==> config.mk <==
export PLATFORM = sky130hd
export DESIGN_NAME = matrix_scan_driver_flat
export DESIGN_NICKNAME = d
export VERILOG_FILES = /design/src/rtl/matrix_scan_driver_pkg.sv /design/src/rtl/matrix_scan_driver_if.sv /design/src/rtl/matrix_scan_driver_slot_timer.sv /design/src/rtl/matrix_scan_driver.sv /design/src/flat_wrapper.sv
export SDC_FILE = /design/constraint.sdc
export NUM_CORES = 1
export LEC_CHECK = 0
export ABC_AREA = 1
export BUFFER_PORTS_ARGS = -buffer_cell sky130_fd_sc_hd__buf_4
export CORE_ASPECT_RATIO = 1.75
export CORE_MARGIN = 2
export CORE_UTILIZATION = 26
export DETAILED_ROUTE_END_ITERATION = 8
export GPL_ROUTABILITY_DRIVEN = 0
export GPL_TIMING_DRIVEN = 0
export HOLD_SLACK_MARGIN = 0.05
export SKIP_CTS_REPAIR_TIMING = 1
export SLEW_MARGIN = 20
export SYNTH_ARGS = -nofsm -noshare
export SYNTH_HDL_FRONTEND = slang
export SYNTH_SLANG_ARGS = --single-unit
==> constraint.sdc <==
create_clock -name clk -period 8.53 [get_ports clk]
set_clock_uncertainty 0.15 [all_clocks]
set_input_delay 1.706 -clock clk [delete_from_list [all_inputs] [get_ports clk]]
set_output_delay 1.706 -clock clk [all_outputs]
set_load 0.005 [all_outputs]
==> src/rtl/matrix_scan_driver_pkg.sv <==
// Shared types and helpers for the row-scan LED matrix driver.
// Holds the slot-phase enum and the output polarity helper.
package matrix_pkg;

  typedef enum logic {
    PH_BLANK,
    PH_ACTIVE
  } phase_e;

  // Widest row/column vector the polarity helper handles.
  localparam int POL_W = 64;

  function automatic logic [POL_W-1:0] apply_pol(
    input logic             active_low,
    input logic [POL_W-1:0] raw
  );
    return active_low ? ~raw : raw;
  endfunction

endpackage

==> src/rtl/matrix_scan_driver_if.sv <==
// Bus between game logic (master) and the matrix scan driver (slave).
// Carries row writes, swap control, brightness, status and pin drives.
interface matrix_scan_driver_if #(
  parameter int ROWS     = 8,
  parameter int COLS     = 8,
  parameter int BRIGHT_W = 3
) ();

  logic                    wr_en;
  logic [$clog2(ROWS)-1:0] wr_row;
  logic [COLS-1:0]         wr_data;
  logic                    swap_req;
  logic [BRIGHT_W-1:0]     brightness;
  logic                    swap_pending;
  logic                    swap_done;
  logic                    frame_start;
  logic [ROWS-1:0]         row_out;
  logic [COLS-1:0]         col_out;

  modport master (
    output wr_en, wr_row, wr_data,
    output swap_req, brightness,
    input  swap_pending, swap_done,
    input  frame_start, row_out, col_out
  );

  modport slave (
    input  wr_en, wr_row, wr_data,
    input  swap_req, brightness,
    output swap_pending, swap_done,
    output frame_start, row_out, col_out
  );

endinterface

==> src/rtl/matrix_scan_driver_slot_timer.sv <==
// Slot/row scan timer: slot counter, row index, phase and strobes.
// Ports: clk, rst in; row_idx, phase, slot/frame first/last strobes out.
module matrix_slot_timer
  import matrix_pkg::*;
#(
  parameter int ROWS         = 8,
  parameter int ROW_CYCLES   = 27000,
  parameter int BLANK_CYCLES = 32
) (
  input  logic                    clk,
  input  logic                    rst,
  output logic [$clog2(ROWS)-1:0] row_idx,
  output phase_e                  phase,
  output logic                    slot_start,
  output logic                    slot_last,
  output logic                    frame_first,
  output logic                    frame_last
);

  localparam int SW = $clog2(ROW_CYCLES);
  localparam int RW = $clog2(ROWS);

  localparam logic [SW-1:0] SLOT_MAX = SW'(ROW_CYCLES - 1);
  localparam logic [RW-1:0] ROW_MAX  = RW'(ROWS - 1);

  logic [SW-1:0] slot_q;
  logic [RW-1:0] row_q;

  always_ff @(posedge clk or posedge rst) begin
    if (rst) begin
      slot_q <= '0;
      row_q  <= '0;
    end else if (slot_last) begin
      slot_q <= '0;
      if (row_q == ROW_MAX)
        row_q <= '0;
      else
        row_q <= row_q + 1'b1;
    end else begin
      slot_q <= slot_q + 1'b1;
    end
  end

  assign row_idx     = row_q;
  assign slot_start  = (slot_q == '0);
  assign slot_last   = (slot_q == SLOT_MAX);
  assign frame_first = slot_start && (row_q == '0);
  assign frame_last  = slot_last && (row_q == ROW_MAX);

  always_comb begin
    phase = PH_ACTIVE;
    if (int'(slot_q) < BLANK_CYCLES)
      phase = PH_BLANK;
  end

endmodule

==> src/rtl/matrix_scan_driver.sv <==
// Row-scan LED matrix driver: double-buffered frame store, PWM, swaps.
// Ports: clk, rst; bus (slave) with writes, swap, brightness, pin drives.
module matrix_scan_driver
  import matrix_pkg::*;
#(
  parameter int ROWS           = 8,
  parameter int COLS           = 8,
  parameter int ROW_CYCLES     = 27000,
  parameter int BLANK_CYCLES   = 32,
  parameter int BRIGHT_W       = 3,
  parameter bit ROW_ACTIVE_LOW = 1'b1,
  parameter bit COL_ACTIVE_LOW = 1'b0
) (
  input logic                  clk,
  input logic                  rst,
  matrix_scan_driver_if.slave  bus
);

  localparam int RW = $clog2(ROWS);

  localparam logic [ROWS-1:0] ROW_IDLE =
    {ROWS{ROW_ACTIVE_LOW}};
  localparam logic [COLS-1:0] COL_IDLE =
    {COLS{COL_ACTIVE_LOW}};

  logic [RW-1:0] row_idx;
  phase_e        phase;
  logic          slot_start;
  logic          slot_last;
  logic          frame_first;
  logic          frame_last;

  matrix_slot_timer #(
    .ROWS         (ROWS),
    .ROW_CYCLES   (ROW_CYCLES),
    .BLANK_CYCLES (BLANK_CYCLES)
  ) u_timer (
    .clk         (clk),
    .rst         (rst),
    .row_idx     (row_idx),
    .phase       (phase),
    .slot_start  (slot_start),
    .slot_last   (slot_last),
    .frame_first (frame_first),
    .frame_last  (frame_last)
  );

  logic [COLS-1:0]     buf_q [2][ROWS];
  logic                front_q;
  logic                pend_q;
  logic [COLS-1:0]     row_latch_q;
  logic [BRIGHT_W-1:0] pwm_q;
  logic [ROWS-1:0]     row_out_q;
  logic [COLS-1:0]     col_out_q;
  logic                frame_start_q;

  logic                take_swap;
  logic                wr_ok;
  logic [COLS-1:0]     disp_row;
  logic                duty_on;
  logic [ROWS-1:0]     row_raw;
  logic [COLS-1:0]     col_raw;
  logic [POL_W-1:0]    row_pol;
  logic [POL_W-1:0]    col_pol;
  logic [ROWS-1:0]     row_d;
  logic [COLS-1:0]     col_d;

  // A request arriving in the swap cycle itself joins that swap.
  assign take_swap = frame_last && (pend_q || bus.swap_req);
  assign wr_ok     = bus.wr_en && (int'(bus.wr_row) < ROWS);

  // At slot start the latch is still being loaded; bypass it.
  assign disp_row = slot_start ? buf_q[front_q][row_idx]
                               : row_latch_q;

  assign duty_on = (bus.brightness == '1) ||
                   (pwm_q < bus.brightness);

  always_ff @(posedge clk or posedge rst) begin
    if (rst) begin
      for (int b = 0; b < 2; b++)
        for (int r = 0; r < ROWS; r++)
          buf_q[b][r] <= '0;
    end else if (wr_ok) begin
      // Back buffer is selected with the pre-swap front.
      buf_q[~front_q][bus.wr_row] <= bus.wr_data;
    end
  end

  always_ff @(posedge clk or posedge rst) begin
    if (rst) begin
      front_q <= 1'b0;
      pend_q  <= 1'b0;
    end else if (take_swap) begin
      front_q <= ~front_q;
      pend_q  <= 1'b0;
    end else if (bus.swap_req) begin
      pend_q  <= 1'b1;
    end
  end

  always_ff @(posedge clk or posedge rst) begin
    if (rst)
      row_latch_q <= '0;
    else if (slot_start)
      row_latch_q <= buf_q[front_q][row_idx];
  end

  // PWM phase restarts each slot so every row sees the same duty.
  always_ff @(posedge clk or posedge rst) begin
    if (rst)
      pwm_q <= '0;
    else if (slot_last || phase == PH_BLANK)
      pwm_q <= '0;
    else
      pwm_q <= pwm_q + 1'b1;
  end

  always_comb begin
    row_raw = '0;
    col_raw = '0;
    if (phase == PH_ACTIVE) begin
      row_raw[row_idx] = 1'b1;
      if (duty_on)
        col_raw = disp_row;
    end
  end

  always_comb begin
    row_pol = apply_pol(ROW_ACTIVE_LOW, POL_W'(row_raw));
    col_pol = apply_pol(COL_ACTIVE_LOW, POL_W'(col_raw));
    row_d   = row_pol[ROWS-1:0];
    col_d   = col_pol[COLS-1:0];
  end

  always_ff @(posedge clk or posedge rst) begin
    if (rst) begin
      row_out_q     <= ROW_IDLE;
      col_out_q     <= COL_IDLE;
      frame_start_q <= 1'b0;
    end else begin
      row_out_q     <= row_d;
      col_out_q     <= col_d;
      frame_start_q <= frame_first;
    end
  end

  assign bus.row_out      = row_out_q;
  assign bus.col_out      = col_out_q;
  assign bus.frame_start  = frame_start_q;
  assign bus.swap_pending = pend_q;
  assign bus.swap_done    = take_swap;

endmodule

==> src/flat_wrapper.sv <==
// flat-port wrapper written by rule: the top's interface ports become plain ports
module matrix_scan_driver_flat import matrix_pkg::*;
#(
  parameter int ROWS           = 8,
  parameter int COLS           = 8,
  parameter int ROW_CYCLES     = 27000,
  parameter int BLANK_CYCLES   = 32,
  parameter int BRIGHT_W       = 3,
  parameter bit ROW_ACTIVE_LOW = 1'b1,
  parameter bit COL_ACTIVE_LOW = 1'b0
)
  (clk, rst, bus_wr_en, bus_wr_row, bus_wr_data, bus_swap_req, bus_brightness, bus_swap_pending, bus_swap_done, bus_frame_start, bus_row_out, bus_col_out);
  matrix_scan_driver_if #(.ROWS(ROWS), .COLS(COLS), .BRIGHT_W(BRIGHT_W)) bus_i ();
  input logic clk;
  input logic rst;
  input wire logic [$bits(bus_i.wr_en)-1:0] bus_wr_en;
  input wire logic [$bits(bus_i.wr_row)-1:0] bus_wr_row;
  input wire logic [$bits(bus_i.wr_data)-1:0] bus_wr_data;
  input wire logic [$bits(bus_i.swap_req)-1:0] bus_swap_req;
  input wire logic [$bits(bus_i.brightness)-1:0] bus_brightness;
  output wire logic [$bits(bus_i.swap_pending)-1:0] bus_swap_pending;
  output wire logic [$bits(bus_i.swap_done)-1:0] bus_swap_done;
  output wire logic [$bits(bus_i.frame_start)-1:0] bus_frame_start;
  output wire logic [$bits(bus_i.row_out)-1:0] bus_row_out;
  output wire logic [$bits(bus_i.col_out)-1:0] bus_col_out;
  assign bus_i.wr_en = bus_wr_en;
  assign bus_i.wr_row = bus_wr_row;
  assign bus_i.wr_data = bus_wr_data;
  assign bus_i.swap_req = bus_swap_req;
  assign bus_i.brightness = bus_brightness;
  assign bus_swap_pending = bus_i.swap_pending;
  assign bus_swap_done = bus_i.swap_done;
  assign bus_frame_start = bus_i.frame_start;
  assign bus_row_out = bus_i.row_out;
  assign bus_col_out = bus_i.col_out;
  matrix_scan_driver #(.ROWS(ROWS), .COLS(COLS), .ROW_CYCLES(ROW_CYCLES), .BLANK_CYCLES(BLANK_CYCLES), .BRIGHT_W(BRIGHT_W), .ROW_ACTIVE_LOW(ROW_ACTIVE_LOW), .COL_ACTIVE_LOW(COL_ACTIVE_LOW)) u_core (.clk(clk), .rst(rst), .bus(bus_i));
endmodule
==> results of run 1 <==
worst reg2reg max path: stages, from the launching register on:
cell and delay, ns:
dfrtp_1 0.43, inv_1 0.22, clkbuf_1 0.59, nand3_1 0.19
nand3_1 0.14, nand2_1 0.06, nor2_1 0.38, nand2_1 0.14
nand2_1 0.12, nor2_1 0.05
cell families (layout without fill, tap and decap cells):
logic type / after synthesis / in the layout / synth area share
compound gates: 167 / 167 / 0.104
xor+xnor: 3 / 3 / 0.00317
fa+ha+maj: 8 / 8 / 0.0121
buf+inv: 181 / 249 / 0.0863
flops: 176 / 176 / 0.533
simple gates: 517 / 517 / 0.262
how the worst max path moves through the flow:
stage                  from                              end  cells past startpoint
4_1_cts        bus_swap_req                    bus_swap_done                      4
2_1_floorplan           rst      u_core.buf_q[0]$_DFFE_PP0P_                      1
6_report       bus_swap_req                    bus_swap_done                      4
3_3_place_gp            rst  u_core.bus.col_out[6]$_DFF_PP0_                      2
3_5_place_dp   bus_swap_req                    bus_swap_done                      4
5_1_grt        bus_swap_req                    bus_swap_done                      4
flip-flops by register name (all words and copies together), names as in the netlist:
signal / cells
u_core.row_latch_q: 8
u_core.bus.frame_start: 1
u_core.u_timer.row_idx: 3
u_core.bus.swap_pending: 1
u_core.bus.row_out: 8
u_core.u_timer.slot_q: 15
u_core.pwm_q: 3
u_core.bus.col_out: 8
u_core.buf_q: 128
u_core.front_q: 1
layout make-up:
| cell class | instances | area (sq um) | share of cell area |
|---|---|---|---|
| clock inverter | 11 | 106 | 0.0110 |
| multi-input combinational | 695 | 3150 | 0.327 |
| buffer | 45 | 204 | 0.0212 |
| timing repair buffer | 36 | 290 | 0.0301 |
| tap | 396 | 495 | 0.0514 |
| sequential | 176 | 4410 | 0.458 |
| clock buffer | 21 | 460 | 0.0478 |
| inverter | 136 | 518 | 0.0537 |
cell usage in the layout (no fill, tap or decap), drive strengths merged, types with 3 or more instances in the layout:
| cell | instances |
|---|---|
| buf | 60 |
| or2 | 18 |
| o21ai | 131 |
| nor3 | 11 |
| ha | 8 |
| nand4 | 3 |
| nor2 | 84 |
| clkbuf | 42 |
| inv | 138 |
| clkinvlp | 3 |
| nand2 | 326 |
| a21oi | 27 |
| nand3 | 72 |
| dfrtp | 168 |
| clkinv | 5 |
| dfstp | 8 |
per-layer routing:
metal	track usage	part of all wire	vias up
met5	0	0.00029	-
met4	0.0998	0.065	2
met3	0.0275	0.048	59
met2	0.272	0.52	219
met1	0.151	0.36	3313
li1	-	-	3400
power breakdown:
group	internal, mW	switching (mW)
combinational	0.0374	0.0752
sequential	0.893	0.0286
clock	0.420	0.342
==> run metrics, run 1 <==
GR Util All Layers 0.148; Tmin final 4.22 ns; Syn Area/Cell 7.87 sq um; Cell Chain, Critical Path buf_4, nor2_1, nor3_1, buf_4; post-synthesis sequential area ratio 0.533; Die W 139 um; TritonCTS clock tree done; critical path class in -> out; Max VDD drop 0.123 mV; setup TNS 0 ns; H-tree levels 4; Max Cap Viol 0; CTS root buffer clkbuf_16; DR pass1 iterations 6; Post-synth top flop dfrtp_1; detailed-route DRC error count 0; Mapped Nets 1078; endpoints failing hold 0; worst r2r src u_core.u_timer.row_idx[0]$_DFFE_PP0N_; CTS sink cnt 176; initial antenna violation count 1; most frequent CP cell buf_4; Post-synth top cells 324 x nand2_1, 168 x dfrtp_1, 130 x inv_1; IO Count 37; top cell type by total area after synthesis dfrtp_1; routed len/inst 15.9 um; largest net degree at the start of global routing 91; die height 240 um; ANT cells 0; R2R Path End u_core.bus.col_out[4]$_DFF_PP0_; status finished clean; Final Cycle Share 0.495; Post-Synthesis Cells 1052; CP max stage cell nor3_1; core area 31400 sq um; asr flop ratio synth 1.00; Row Count 86; R2R depth 9; dpl cells 1484; hold path endpoint u_core.buf_q[115]$_DFFE_PP0P_; pre-CTS setup slack 4.32 ns; flops & latches, synth 176; Clock Path Buffers 2; Area Overhead vs Synth 16.4%; clk_lat worst skew 0.44 ns; number of synthesized flops with an enable pin 0; Final Power 1.80 mW; Post-Syn Area 8280 sq um; hold path depth 2; Synth top area share 0.508; post-route ant nets 0; startpoint types primary input; DRT iter0 DRCs 533; Buffers & Inverters on Critical Path 2; first-pass GRT wire length 37600 um; grt total ovfl 0; non-filler cells, final 1516; Worst Path Arrival 2.37 ns; number of library cell types mapped by synthesis 32; Placed Area 9070 sq um; Port Buffers 35; worst-path fanout max 3; Synth area leaders dfrtp_1 51%, nand2_1 15%, o21ai_0 6.7%, inv_1 5.9%, nand3_1 4.2%; CP peak stage delay 0.36 ns; measured slew at the worst slew-check pin 1.01 ns; final setup fails 0; CP top delay family simple AND/OR/NAND/NOR gates; vias per cell 4.61; post-route cell area 9640 sq um; RSZ-0062 raised after global routing no; relative slew slack 0.327; HP Class reg -> reg; count leader, synth nand2_1; fin worst setup slack 4.31 ns; clk slew on worst S/H paths 0.07 ns; PwrDens 186 nW/um^2; Final Util 0.307; Worst setup EP type output pin; Die Outline Area 33300 sq um; DP Wirelength 18000 um; hold_sp u_core.buf_q[115]$_DFFE_PP0P_; total length of routed wires 24100 um; Min Hold Slack 0.331 ns; register-to-register setup slack 5.94 ns; CTS buffer count 17; Worst Path Required 6.67 ns; number of synthesis warnings 0; vias in the first global route 6804; Max Clock Freq 237 MHz; leak pwr 4.70 nW; Fillers 3398; initial core utilization 0.263; layout cells sized above 1 0.121; Final nets 1133; via count 6993; Slew Limit Fails 0
No activity file was read; power rests on OpenSTA's default activity.
==> inputs of run 2 (changes only) <==
Clock period 8.53 ns to 3.85 ns, I/O delays scaled along.
==> run 2 against run 1 <==
Utilization increased by 0.35 points. Sequential cell count unchanged. Sequential power is 120% higher. Power rose by 130%. Hold slack got worse by 0.097 ns. Largest cell class unchanged. Largest power group unchanged.
==> run metrics, run 2 (synthesis gave the netlist of run 1 again) <==
Final nets 1137; top flop regs u_core.buf_q: 128 flops, u_core.u_timer.slot_q: 15 flops; clk slew on worst S/H paths 0.07 ns; Internal 3.14 mW; Slew Limit Fails 0; pre-CTS setup slack 1.25 ns; Net Sw Frac 0.233; core area 31400 sq um; commonest non-fill, non-tap cells in the layout 324 x nand2_1, 168 x dfrtp_1, 129 x inv_1; grt total ovfl 0; post-route ant nets 0; initial core utilization 0.263; routed len/inst 16.1 um; HP Class in -> async; Worst Path Required 2.93 ns; Placed Area 9140 sq um; Largest Register u_core.buf_q; worst-path fanout max 10; leak pwr 4.74 nW; detailed-route DRC error count 0; RSZ-0062 raised after global routing no; DR pass1 iterations 5; Port Buffers 35; startpoint types flip-flop; die height 240 um; Max Clock Freq 326 MHz; Max Cap Viol 0; relative slew slack 0.336; CTS buffer count 17; post-route cell area 9750 sq um; Max VDD drop 0.308 mV; vias in the first global route 7106; clk_lat worst skew 0.44 ns; final setup fails 0; part of the power in registers 0.499; initial antenna violation count 1; total length of routed wires 24500 um; clock share of power 0.438; Die Outline Area 33300 sq um; GR Util All Layers 0.151; DRT iter0 DRCs 480; endpoints failing hold 0; setup TNS 0 ns; first-pass GRT wire length 38600 um; commonest non-fill, non-tap cell in the layout nand2_1; Min Hold Slack 0.235 ns; critical path class reg -> out; max reg flops 128; fin worst setup slack 0.782 ns; status finished clean; Final Cycle Share 0.797; Worst setup EP type output pin; vias per cell 4.61; DP Wirelength 18500 um; via count 7009; H-tree levels 4; P_sw 0.952 mW; Tmin final 3.07 ns; CTS sink cnt 176; CTS root buffer clkbuf_16; Row Count 86; PwrDens 420 nW/um^2; layout cells sized above 1 0.122; Area Overhead vs Synth 17.8%; Final Util 0.310; Comb power frac 0.063; Clock Path Buffers 2; TritonCTS clock tree done; ANT cells 0; largest net degree at the start of global routing 35; Worst Path Arrival 2.15 ns; Die W 139 um; IO Count 37; measured slew at the worst slew-check pin 0.992 ns
## run 2: cell types whose count changed in the layout (fill, tap and decap cells not counted)
| cell | delta |
|---|---|
| clkinvlp_4 | +1 |
| inv_8 | -1 |
| clkbuf_1 | +1 |
| inv_6 | -3 |
| clkinv_2 | -2 |
| bufinv_16 | +2 |
| buf_12 | +5 |
| clkbuf_8 | +1 |
| buf_16 | -1 |
## run 2: layout make-up
cell class | instances | area, sq um
buffer | 45 | 204
clock buffer | 23 | 478
clock inverter | 8 | 130
fill | 3375 | 21700
inverter | 136 | 514
multi-input combinational | 695 | 3150
sequential | 176 | 4410
tap | 396 | 495
timing repair buffer | 40 | 363
## run 2: worst paths after layout
path,startpoint,end,slack [ns],depth (start not counted)
max,u_core.u_timer.slot_q[0]$_DFF_PP0_,bus_swap_done,0.78,8
min,rst,u_core.buf_q[69]$_DFFE_PP0P_,0.23,2
max reg2reg,u_core.u_timer.row_idx[0]$_DFFE_PP0N_,u_core.bus.col_out[4]$_DFF_PP0_,1.08,9
min reg2reg,u_core.buf_q[52]$_DFFE_PP0P_,u_core.buf_q[52]$_DFFE_PP0P_,0.32,2
max in group asynchronous,rst,u_core.bus.row_out[1]$_DFF_PP1_,2.21,5
min in group clk,u_core.buf_q[52]$_DFFE_PP0P_,u_core.buf_q[52]$_DFFE_PP0P_,0.32,2
## run 2: per-stage QoR
stage                     power [mW]  cells
final                           4.09   1519
after floorplan                 2.23   1052
after global routing            4.26   1519
after detailed placement        2.33   1488
after CTS                       4.13   1519
after global placement          2.31   1483
## run 2: critical path, stage by stage (launching register included)
cell and delay [ns]:
dfrtp_1 0.40, ha_1 0.18, nand2_1 0.08, inv_1 0.08, nand2_1 0.08, nor2_1 0.14
nand2_2 0.16, nor3_1 0.39, buf_4 0.19
## run 2: power groups by stage
| stage | sequential [mW] | combinational [mW] | clock, mW |
|---|---|---|---|
| 2_1_floorplan | 2.06 | 0.173 | 0 |
| 3_3_place_gp | 2.07 | 0.241 | 0 |
| 3_5_place_dp | 2.07 | 0.261 | 0 |
| 4_1_cts | 2.04 | 0.263 | 1.83 |
| 5_1_grt | 2.05 | 0.304 | 1.91 |
| 6_report | 2.04 | 0.259 | 1.79 |
## run 2: metal layers
layer / share of wire / track usage / up-vias
li1: - / - / 3407
met1: 0.36 / 0.149 / 3324
met2: 0.52 / 0.273 / 200
met3: 0.043 / 0.0285 / 76
met4: 0.085 / 0.123 / 2
met5: 0.00029 / 0 / -
==> inputs of run 3 (changes only) <==
Clock period 3.85 ns to 2.8 ns, I/O delays scaled along.
==> run 3 against run 2 <==
First-iteration DRC count up 1.9%. Critical path depth is 1 higher. Utilization up 0.060 points. Count of clock-buffer cells in the layout stayed put. Cell count unchanged. Setup slack lost 0.77 ns. Power is 37% higher. Critical path type is now reg -> reg. Largest cell class unchanged. Largest power group unchanged. Highest routed layer unchanged.
==> run metrics, run 3 (synthesis gave the netlist of run 1 again) <==
non-filler cells, final 1519; vias per cell 4.63; largest net degree at the start of global routing 35; clk_lat worst skew 0.44 ns; Clock Path Buffers 2; endpoints failing hold 0; startpoint types flip-flop; DR pass1 iterations 5; Area Overhead vs Synth 18.0%; CTS buffer count 17; Worst Path Required 2.97 ns; post-route ant nets 0; H-tree levels 4; leak pwr 4.76 nW; measured slew at the worst slew-check pin 0.982 ns; setup TNS 0 ns; routed length on met2 12600 um; Port Buffers 35; Max Cap Viol 0; Row Count 86; final setup fails 0; relative slew slack 0.343; IO Count 37; CTS sink cnt 176; RSZ-0062 raised after global routing no; total length of routed wires 24400 um; fin worst setup slack 0.00844 ns; Tmin final 2.79 ns; Final Cycle Share 0.997; Slew Limit Fails 0; Final nets 1137; Max Clock Freq 358 MHz; Die Outline Area 33300 sq um; grt total ovfl 0; routed len/inst 16.1 um; HP Class in -> async; ANT cells 0; met3 wire len 1060 um; critical path class reg -> reg; total area of sequential cells 4410 sq um; Die W 139 um; CTS root buffer clkbuf_16; top flop regs u_core.buf_q: 128 flops, u_core.u_timer.slot_q: 15 flops; clk slew on worst S/H paths 0.07 ns; Max VDD drop 0.422 mV; via count 7040; Worst Path Arrival 2.96 ns; initial core utilization 0.263; Final Power 5.62 mW; commonest non-fill, non-tap cell in the layout nand2_1; GR Util All Layers 0.151; pre-CTS setup slack 0.197 ns; Largest Register u_core.buf_q; Max Used Layer met5; DP Wirelength 18500 um; DRT iter0 DRCs 489; Worst setup EP type flip-flop; Fillers 3372; dpl cells 1488; PwrDens 576 nW/um^2; die height 240 um; max reg flops 128; worst-path fanout max 10; wl on met1 8670 um; multi-input logic area 3170 sq um; detailed-route DRC error count 0; vias in the first global route 7106; status finished clean; first-pass GRT wire length 38600 um; core area 31400 sq um; initial antenna violation count 1; layout cells sized above 1 0.124; commonest non-fill, non-tap cells in the layout 324 x nand2_1, 168 x dfrtp_1, 129 x inv_1; TritonCTS clock tree done
==> run 3: power breakdown <==
part,internal [mW],switching (mW),leakage (nW)
clock,1.47,0.985,0.286
combinational,0.124,0.233,2.25
sequential,2.72,0.0868,2.22
==> run 3: stage by stage <==
step / hold WS (ns) / cell area (sq um) / utilization
finish: 0.0285 / 9770 / 0.311
global route: 0.0620 / 9770 / 0.311
CTS: 0.0280 / 9750 / 0.310
detailed placement: 0.316 / 9140 / 0.291
global placement: 0.312 / 9040 / 0.288
floorplan: 0.281 / 8280 / -
==> run 3: layout make-up <==
type	instances	area share
Multi-Input combinational cell	695	0.324
Clock buffer	23	0.0489
Timing Repair Buffer	40	0.0372
Clock inverter	8	0.0133
Inverter	136	0.0527
Tap cell	396	0.0507
Sequential cell	176	0.452
Buffer	45	0.0209
==> run 3: critical path, cell delays in order, from the launching register on <==
cell      delay, ns
dfrtp_1        0.43
inv_1          0.25
clkbuf_1       0.60
nand3_1        0.28
nand3_1        0.18
nand2_1        0.06
nor2_1         0.42
nand2_1        0.14
nand2_1        0.11
nor2_1         0.04
==> run 3: worst paths after layout <==
| kind | from | endpoint | slack, ns | cells past startpoint |
|---|---|---|---|---|
| min reg2reg | u_core.buf_q[52]$_DFFE_PP0P_ | u_core.buf_q[52]$_DFFE_PP0P_ | 0.33 | 2 |
| min | rst | u_core.buf_q[69]$_DFFE_PP0P_ | 0.03 | 2 |
| max in group asynchronous | rst | u_core.bus.row_out[1]$_DFF_PP1_ | 1.37 | 5 |
| max reg2reg | u_core.u_timer.row_idx[0]$_DFFE_PP0N_ | u_core.bus.col_out[4]$_DFF_PP0_ | 0.008 | 9 |
| max | u_core.u_timer.row_idx[0]$_DFFE_PP0N_ | u_core.bus.col_out[4]$_DFF_PP0_ | 0.008 | 9 |
| min in group clk | bus_swap_req | u_core.bus.swap_pending$_DFFE_PP0P_ | 0.19 | 3 |
==> run 3: layer usage <==
| layer | vias to the layer above | track usage |
|---|---|---|
| met5 | - | 0 |
| met4 | 2 | 0.123 |
| met3 | 82 | 0.0285 |
| met2 | 202 | 0.273 |
| met1 | 3351 | 0.149 |
| li1 | 3403 | - |
